[src/rtl/pipeline_hazard_ctrl_if.sv]
// ============================================================================
// Module      : pipeline_hazard_ctrl_if
// Description : Decode-stage hazard inputs and stall/flush/forward controls
//               for the pipeline hazard controller.
// Revision    : 1.0 - initial release
// ============================================================================
`default_nettype none

interface pipeline_hazard_ctrl_if #(
   parameter int CNT_WIDTH = 16
);
   logic [4:0]           Rs1D;
   logic [4:0]           Rs2D;
   logic                 UsesRs1D;
   logic                 UsesRs2D;
   logic [4:0]           RdD;
   logic                 RegWriteD;
   logic                 ResultSrcD;
   logic                 PCSrcE;
   logic                 StallF;
   logic                 StallD;
   logic                 FlushD;
   logic                 FlushE;
   logic [1:0]           ForwardAE;
   logic [1:0]           ForwardBE;
   logic                 ForwardAD;
   logic                 ForwardBD;
   logic [CNT_WIDTH-1:0] StallCnt;
   logic [CNT_WIDTH-1:0] FlushCnt;

   modport master (
      output Rs1D, Rs2D, UsesRs1D, UsesRs2D, RdD, RegWriteD, ResultSrcD, PCSrcE,
      input  StallF, StallD, FlushD, FlushE, ForwardAE, ForwardBE,
      input  ForwardAD, ForwardBD, StallCnt, FlushCnt
   );

   modport slave (
      input  Rs1D, Rs2D, UsesRs1D, UsesRs2D, RdD, RegWriteD, ResultSrcD, PCSrcE,
      output StallF, StallD, FlushD, FlushE, ForwardAE, ForwardBE,
      output ForwardAD, ForwardBD, StallCnt, FlushCnt
   );
endinterface

`default_nettype wire

[src/rtl/pipeline_hazard_ctrl.sv]
// ============================================================================
// Module      : pipeline_hazard_ctrl
// Description : Five-stage pipeline hazard unit with shadow E/M/W records,
//               stall/flush generation and saturating event counters.
//               Macro HAZARD_FORWARD_EN selects forwarding mode; without it,
//               every RAW hazard is resolved by stalling.
// Revision    : 1.0 - initial release
// ============================================================================
`default_nettype none

module pipeline_hazard_ctrl #(
   parameter int CNT_WIDTH = 16
) (
   input  wire logic             clk,
   input  wire logic             rst,
   pipeline_hazard_ctrl_if.slave hz
);

   localparam logic [CNT_WIDTH-1:0] C_CNT_ONE = CNT_WIDTH'(1);
   localparam logic [CNT_WIDTH-1:0] C_CNT_MAX = '1;

   function automatic logic f_match(
      input logic       uses,
      input logic       wr,
      input logic [4:0] rd,
      input logic [4:0] src
   );
      return uses & wr & (rd == src) & (rd != 5'd0);
   endfunction

   logic [4:0]           e_rd_q;
   logic                 e_wr_q;
   logic                 e_ld_q;
   logic [4:0]           m_rd_q;
   logic                 m_wr_q;
   logic [4:0]           w_rd_q;
   logic                 w_wr_q;
   logic [CNT_WIDTH-1:0] stall_cnt_q;
   logic [CNT_WIDTH-1:0] stall_cnt_d;
   logic [CNT_WIDTH-1:0] flush_cnt_q;
   logic [CNT_WIDTH-1:0] flush_cnt_d;

   logic w_match_e1;
   logic w_match_e2;
   logic w_match_w1;
   logic w_match_w2;
   logic w_load_use;
   logic w_hazard;
   logic w_stall_f;
   logic w_stall_d;
   logic w_flush_d;
   logic w_flush_e;

   assign w_match_e1 = f_match(hz.UsesRs1D, e_wr_q, e_rd_q, hz.Rs1D);
   assign w_match_e2 = f_match(hz.UsesRs2D, e_wr_q, e_rd_q, hz.Rs2D);
   assign w_match_w1 = f_match(hz.UsesRs1D, w_wr_q, w_rd_q, hz.Rs1D);
   assign w_match_w2 = f_match(hz.UsesRs2D, w_wr_q, w_rd_q, hz.Rs2D);
   assign w_load_use = e_ld_q & (w_match_e1 | w_match_e2);

`ifdef HAZARD_FORWARD_EN
   // Unused sources are stored as x0 so they can never match a writer.
   logic [4:0] e_rs1_q;
   logic [4:0] e_rs2_q;

   always_ff @(posedge clk or posedge rst) begin
      if (rst) begin
         e_rs1_q <= 5'd0;
         e_rs2_q <= 5'd0;
      end else if (w_flush_e) begin
         e_rs1_q <= 5'd0;
         e_rs2_q <= 5'd0;
      end else begin
         e_rs1_q <= hz.UsesRs1D ? hz.Rs1D : 5'd0;
         e_rs2_q <= hz.UsesRs2D ? hz.Rs2D : 5'd0;
      end
   end

   assign w_hazard = w_load_use;

   always_comb begin
      hz.ForwardAE = 2'b00;
      hz.ForwardBE = 2'b00;
      if (f_match(1'b1, m_wr_q, m_rd_q, e_rs1_q)) begin
         hz.ForwardAE = 2'b10;
      end else if (f_match(1'b1, w_wr_q, w_rd_q, e_rs1_q)) begin
         hz.ForwardAE = 2'b01;
      end
      if (f_match(1'b1, m_wr_q, m_rd_q, e_rs2_q)) begin
         hz.ForwardBE = 2'b10;
      end else if (f_match(1'b1, w_wr_q, w_rd_q, e_rs2_q)) begin
         hz.ForwardBE = 2'b01;
      end
   end

   // Register file has no write-through, so a W-stage write must be bypassed.
   assign hz.ForwardAD = w_match_w1;
   assign hz.ForwardBD = w_match_w2;
`else
   logic w_match_m1;
   logic w_match_m2;

   assign w_match_m1 = f_match(hz.UsesRs1D, m_wr_q, m_rd_q, hz.Rs1D);
   assign w_match_m2 = f_match(hz.UsesRs2D, m_wr_q, m_rd_q, hz.Rs2D);
   assign w_hazard   = w_load_use | w_match_e1 | w_match_e2 |
                       w_match_m1 | w_match_m2 | w_match_w1 | w_match_w2;

   assign hz.ForwardAE = 2'b00;
   assign hz.ForwardBE = 2'b00;
   assign hz.ForwardAD = 1'b0;
   assign hz.ForwardBD = 1'b0;
`endif

   // A redirect discards the stalled instruction, so it overrides any stall.
   always_comb begin
      w_stall_f = 1'b0;
      w_stall_d = 1'b0;
      w_flush_d = 1'b0;
      w_flush_e = 1'b0;
      if (hz.PCSrcE) begin
         w_flush_d = 1'b1;
         w_flush_e = 1'b1;
      end else if (w_hazard) begin
         w_stall_f = 1'b1;
         w_stall_d = 1'b1;
         w_flush_e = 1'b1;
      end
   end

   assign hz.StallF = w_stall_f;
   assign hz.StallD = w_stall_d;
   assign hz.FlushD = w_flush_d;
   assign hz.FlushE = w_flush_e;

   always_ff @(posedge clk or posedge rst) begin
      if (rst) begin
         e_rd_q <= 5'd0;
         e_wr_q <= 1'b0;
         e_ld_q <= 1'b0;
         m_rd_q <= 5'd0;
         m_wr_q <= 1'b0;
         w_rd_q <= 5'd0;
         w_wr_q <= 1'b0;
      end else begin
         m_rd_q <= e_rd_q;
         m_wr_q <= e_wr_q;
         w_rd_q <= m_rd_q;
         w_wr_q <= m_wr_q;
         if (w_flush_e) begin
            e_rd_q <= 5'd0;
            e_wr_q <= 1'b0;
            e_ld_q <= 1'b0;
         end else begin
            e_rd_q <= hz.RdD;
            e_wr_q <= hz.RegWriteD;
            e_ld_q <= hz.ResultSrcD;
         end
      end
   end

   always_comb begin
      stall_cnt_d = stall_cnt_q;
      flush_cnt_d = flush_cnt_q;
      if (w_stall_d && (stall_cnt_q != C_CNT_MAX)) begin
         stall_cnt_d = stall_cnt_q + C_CNT_ONE;
      end
      if (hz.PCSrcE && (flush_cnt_q != C_CNT_MAX)) begin
         flush_cnt_d = flush_cnt_q + C_CNT_ONE;
      end
   end

   always_ff @(posedge clk or posedge rst) begin
      if (rst) begin
         stall_cnt_q <= '0;
         flush_cnt_q <= '0;
      end else begin
         stall_cnt_q <= stall_cnt_d;
         flush_cnt_q <= flush_cnt_d;
      end
   end

   assign hz.StallCnt = stall_cnt_q;
   assign hz.FlushCnt = flush_cnt_q;

endmodule

`default_nettype wire

[src/flat_wrapper.sv]
// flat-port wrapper written by rule: the top's interface ports become plain ports
module pipeline_hazard_ctrl_flat 
#(
   parameter int CNT_WIDTH = 16
)
  (clk, rst, hz_Rs1D, hz_Rs2D, hz_UsesRs1D, hz_UsesRs2D, hz_RdD, hz_RegWriteD, hz_ResultSrcD, hz_PCSrcE, hz_StallF, hz_StallD, hz_FlushD, hz_FlushE, hz_ForwardAE, hz_ForwardBE, hz_ForwardAD, hz_ForwardBD, hz_StallCnt, hz_FlushCnt);
  pipeline_hazard_ctrl_if #(.CNT_WIDTH(CNT_WIDTH)) hz_i ();
  input  wire logic clk;
  input  wire logic rst;
  input wire logic [$bits(hz_i.Rs1D)-1:0] hz_Rs1D;
  input wire logic [$bits(hz_i.Rs2D)-1:0] hz_Rs2D;
  input wire logic [$bits(hz_i.UsesRs1D)-1:0] hz_UsesRs1D;
  input wire logic [$bits(hz_i.UsesRs2D)-1:0] hz_UsesRs2D;
  input wire logic [$bits(hz_i.RdD)-1:0] hz_RdD;
  input wire logic [$bits(hz_i.RegWriteD)-1:0] hz_RegWriteD;
  input wire logic [$bits(hz_i.ResultSrcD)-1:0] hz_ResultSrcD;
  input wire logic [$bits(hz_i.PCSrcE)-1:0] hz_PCSrcE;
  output wire logic [$bits(hz_i.StallF)-1:0] hz_StallF;
  output wire logic [$bits(hz_i.StallD)-1:0] hz_StallD;
  output wire logic [$bits(hz_i.FlushD)-1:0] hz_FlushD;
  output wire logic [$bits(hz_i.FlushE)-1:0] hz_FlushE;
  output wire logic [$bits(hz_i.ForwardAE)-1:0] hz_ForwardAE;
  output wire logic [$bits(hz_i.ForwardBE)-1:0] hz_ForwardBE;
  output wire logic [$bits(hz_i.ForwardAD)-1:0] hz_ForwardAD;
  output wire logic [$bits(hz_i.ForwardBD)-1:0] hz_ForwardBD;
  output wire logic [$bits(hz_i.StallCnt)-1:0] hz_StallCnt;
  output wire logic [$bits(hz_i.FlushCnt)-1:0] hz_FlushCnt;
  assign hz_i.Rs1D = hz_Rs1D;
  assign hz_i.Rs2D = hz_Rs2D;
  assign hz_i.UsesRs1D = hz_UsesRs1D;
  assign hz_i.UsesRs2D = hz_UsesRs2D;
  assign hz_i.RdD = hz_RdD;
  assign hz_i.RegWriteD = hz_RegWriteD;
  assign hz_i.ResultSrcD = hz_ResultSrcD;
  assign hz_i.PCSrcE = hz_PCSrcE;
  assign hz_StallF = hz_i.StallF;
  assign hz_StallD = hz_i.StallD;
  assign hz_FlushD = hz_i.FlushD;
  assign hz_FlushE = hz_i.FlushE;
  assign hz_ForwardAE = hz_i.ForwardAE;
  assign hz_ForwardBE = hz_i.ForwardBE;
  assign hz_ForwardAD = hz_i.ForwardAD;
  assign hz_ForwardBD = hz_i.ForwardBD;
  assign hz_StallCnt = hz_i.StallCnt;
  assign hz_FlushCnt = hz_i.FlushCnt;
  pipeline_hazard_ctrl #(.CNT_WIDTH(CNT_WIDTH)) u_core (.clk(clk), .rst(rst), .hz(hz_i));
endmodule
[config.mk]
export PLATFORM = sky130hd
export DESIGN_NAME = pipeline_hazard_ctrl_flat
export DESIGN_NICKNAME = d
export VERILOG_FILES = /design/src/rtl/pipeline_hazard_ctrl_if.sv /design/src/rtl/pipeline_hazard_ctrl.sv /design/src/flat_wrapper.sv
export SDC_FILE = /design/constraint.sdc
export NUM_CORES = 1
export LEC_CHECK = 0
export BUFFER_PORTS_ARGS = -buffer_cell sky130_fd_sc_hd__buf_2
export CAP_MARGIN = 15
export CORE_ASPECT_RATIO = 1.75
export CORE_MARGIN = 2
export CORE_UTILIZATION = 30
export DETAILED_ROUTE_END_ITERATION = 7
export PLACE_DENSITY_LB_ADDON = 0.3
export SKIP_LAST_GASP = 1
export SYNTH_ARGS = -nofsm -noshare
export SYNTH_HDL_FRONTEND = slang
export SYNTH_SLANG_ARGS = --single-unit
[constraint.sdc]
create_clock -name clk -period 3.6 [get_ports clk]
set_clock_uncertainty 0.1 [all_clocks]
set_input_delay 0.54 -clock clk [delete_from_list [all_inputs] [get_ports clk]]
set_output_delay 0.54 -clock clk [all_outputs]
set_load 0.05 [all_outputs]
==> summary.txt <==
Outcome
  – Status: finished clean

Synthesis
  – Mux contribution to synthesized area: 1.36%
  – Dominant synthesized flop cell: dfrtp_1
  – Synth Area in XOR/XNOR: 20.8%
  – Largest family of logic cells by synthesized area: XOR/XNOR gates
  – Seq/Total Area, Yosys: 50.5%
  – Post-Synth Adder-Cell Area: 1.01%
  – Ranking of synthesized cells by area: dfrtp_1 (50%), xnor2_1 (13%), xor2_1 (7.4%), nand4_1 (3.5%), nand2_1 (2.9%)
  – Asr flop ratio synth: 100%
  – Complex-gate fraction of the synthesized area: 2.32%
  – Number of flops mapped to enable cells by yosys: 0
  – Synthesis Warnings: 0
  – Netlist Area Pre-Place: 2480 µm²
  – Cell taking the most area after synthesis: dfrtp_1
  – Area share of the largest cell type after synthesis: 50.5%
  – Synthesized area per cell: 10.8 µm²
  – Synth cell count leaders: dfrtp_1 (50), xnor2_1 (38), xor2_1 (21), nand2_1 (19), nand4_1 (14)
  – Cell with the most instances after synthesis: dfrtp_1
  – Simple-gate share of the synthesized area: 19.6%
  – Distinct cells, synth: 29
  – Synthesized flop and latch total: 50
  – Synth Instances: 229

Placement
  – Port Buffer Count: 56
  – Post-DP HPWL: 3850 µm
  – Setup slack at placement: 0.736 ns
  – Placer Congestion: 0.894
  – Dpl cells: 367

Global routing
  – First-pass GRT wire length: 8620 µm
  – M1 GR Usage: 15.0%
  – Largest net degree at the start of global routing: 51
  – Initial antenna violation count: 0
  – Layer with the highest usage: met2
  – Met2 usage: 19.4%
  – Met3 Track Usage GR: 2.75%
  – Vias in the first global route: 1749
  – Gr ovfl total: 0
  – GRT Total Usage: 12.2%

Layout
  – Nets: 309
  – Final cell count without fillers: 376
  – N_diodes: 0
  – Synth-to-layout area growth: 21.0%
  – Share of layout cells above drive strength 1: 24.5%
  – Fill cell count: 811

STA
  – Final WS setup: 0.471 ns
  – Min Tclk post-route: 3.13 ns
  – Setup-failing EPs final: 0
  – Max Fclk: 0.320 GHz
  – Final period utilization: 86.9%
  – Slew HR: 55.4%
  – RSZ-0062 raised after global routing: no
  – Post-route setup TNS: 0 ns
  – Hold_ws: 0.0436 ns
  – Final slew viol count: 0
  – Worst-margin pin slew: 0.669 ns
  – Final Hold Viols: 0

Detailed routing
  – DRT iter0 DRCs: 63
  – Vias: 1803
  – Routed Antenna Nets: 0
  – DRC viols: 0
  – Vias per cell: 4.80
  – WL/cell: 13.9 µm
  – Final wirelength: 5230 µm
  – First-pass iteration count of the detailed router: 4

Worst setup path
  – Worst reg2reg setup slack: 0.91 ns
  – Crit path cell chain: or4_1, o21a_1, a222oi_1, and2_1, inv_1, buf_2
  – Worst EP arrival: 2.49 ns
  – Critical path class: flop to primary output
  – Worst setup EP type: primary output
  – Crit path to: hz_FlushE
  – Reg2reg path depth: 6
  – Crit-path slowest cell: a222oi_1
  – Worst path required time: 2.96 ns
  – Worst Setup SP: u_core.w_rd_q[0]
  – Reg-to-Reg End: u_core.hz.StallCnt[2]
  – Worst r2r src: u_core.w_rd_q[0]
  – Critical Path Start Type: flop
  – Largest stage delay on the critical path: 0.62 ns
  – Worst-path fanout max: 4

Die
  – Die height: 124 µm
  – Core Area: 7960 µm²
  – Die W: 72.7 µm
  – Starting Density: 31.1%
  – Die area: 9040 µm²
  – I/O pin cnt: 64
  – Rows: 43

Power and ir drop
  – Total chip power: 1.64 mW
  – Comb pwr share: 24.8%
  – Clk pwr share: 32.6%
  – P_int: 1.07 mW
  – Leakage: 1.48 nW
  – P_sw: 570 µW
  – Worst vdd ir: 0.000347 V
  – PwrDens: 547 nW/µm²
  – Power share of the sequential group: 42.6%
  – Switching Share: 34.7%

Clocking
  – Clock buffer depth: 2
  – CTS Root Cell: clkbuf_16
  – CTS tree: yes
  – Hold buffers post-CTS: 0
  – CTS buffer count: 5
  – CTS Sinks: 50
  – Resize count post-CTS: 0
  – Htree depth: 2
  – Clk_lat worst skew: 0.29 ns
  – Post-CTS setup buffers: 0
  – Clk slew on worst S/H paths: 0.07 ns

Run
  – # Max-Cap Violations: 0

Worst hold path
  – Hold WC Path Type: input pin to asynchronous set/reset pin
[worst max-delay path, delay by kind of cell (launching register included)]
kind | cells | cell delay (ns)
AOI/OAI and AO/OA | 2 | 0.80
and+or+nand+nor | 2 | 0.76
DFF | 1 | 0.41
buffers and inverters | 2 | 0.24
[flip-flops by register name, summed over array words and instances, names as in the netlist]
| name | cells |
|---|---|
| u_core.m_rd_q | 5 |
| u_core.hz.FlushCnt | 16 |
| u_core.w_rd_q | 5 |
| u_core.e_wr_q | 1 |
| u_core.m_wr_q | 1 |
| u_core.hz.StallCnt | 16 |
| u_core.e_rd_q | 5 |
| u_core.w_wr_q | 1 |
[area by class of cell]
class	count	area, µm²	area share (%)
Clock buffer	5	125	4.17
Clock inverter	3	45.0	1.50
Inverter	5	18.8	0.625
Multi-Input combinational cell	165	1140	38.0
Sequential cell	50	1250	41.7
Tap cell	90	113	3.75
Timing Repair Buffer	58	308	10.3
[layer usage]
metal / share of wire, % / vias to the layer above
li1: - / 881
met1: 43 / 865
met2: 50 / 49
met3: 4.5 / 8
met4: 2.8 / 0
met5: 0 / -
[placed cells by master, fill, tap and decap left out]
master,instances
nand4_1,14
inv_1,4
inv_2,1
xor2_1,21
o22ai_1,3
and4_1,4
buf_12,1
nor3b_1,3
a222oi_1,1
mux2_2,3
nor4_1,2
nand2_1,19
and3_1,8
nor4b_1,4
xnor2_1,38
dfrtp_1,50
nand2b_1,1
bufinv_16,1
a31oi_1,1
and2_1,3
nor2_1,13
nor3_1,3
conb_1,6
and4b_1,1
or4_1,3
nand3_1,8
clkinvlp_4,2
clkbuf_16,5
o21a_1,3
nor4bb_1,1
ha_1,2
buf_2,56
buf_4,1
[stage by stage]
step	utilization (%)	area, µm²
detailed placement	35.3	2810
global placement	35.3	2810
CTS	37.4	2980
global route	37.7	3000
floorplan	-	2500
finish	37.7	3000
[power by group through the flow]
stage | Combinational (mW) | Sequential (mW) | Clock [mW]
finish | 0.408 | 0.700 | 0.535
global route | 0.436 | 0.713 | 0.584
floorplan | 0.156 | 0.864 | 0
detailed placement | 0.411 | 0.712 | 0
CTS | 0.411 | 0.702 | 0.558
global placement | 0.409 | 0.711 | 0
[worst min path at each step]
stage,startpoint,endpoint,slack (ns),depth (start not counted)
final,rst,u_core.hz.FlushCnt[10],0.04,2
after global routing,rst,u_core.hz.FlushCnt[10],0.05,2
after CTS,u_core.m_wr_q,u_core.w_wr_q,0.28,0
after detailed placement,u_core.m_wr_q,u_core.w_wr_q,0.27,0
after global placement,u_core.m_wr_q,u_core.w_wr_q,0.26,0
after floorplan,u_core.e_wr_q,u_core.m_wr_q,0.25,0
[logic make-up after synthesis]
logic type | count (synthesis)
buffers and inverters | 19
AOI/OAI and AO/OA | 8
xor gates and xnor gates | 59
muxes | 3
adders and majority gates | 2
DFF | 50
and+or+nand+nor | 87
other | 1
No activity file was read; power rests on OpenSTA's default activity.
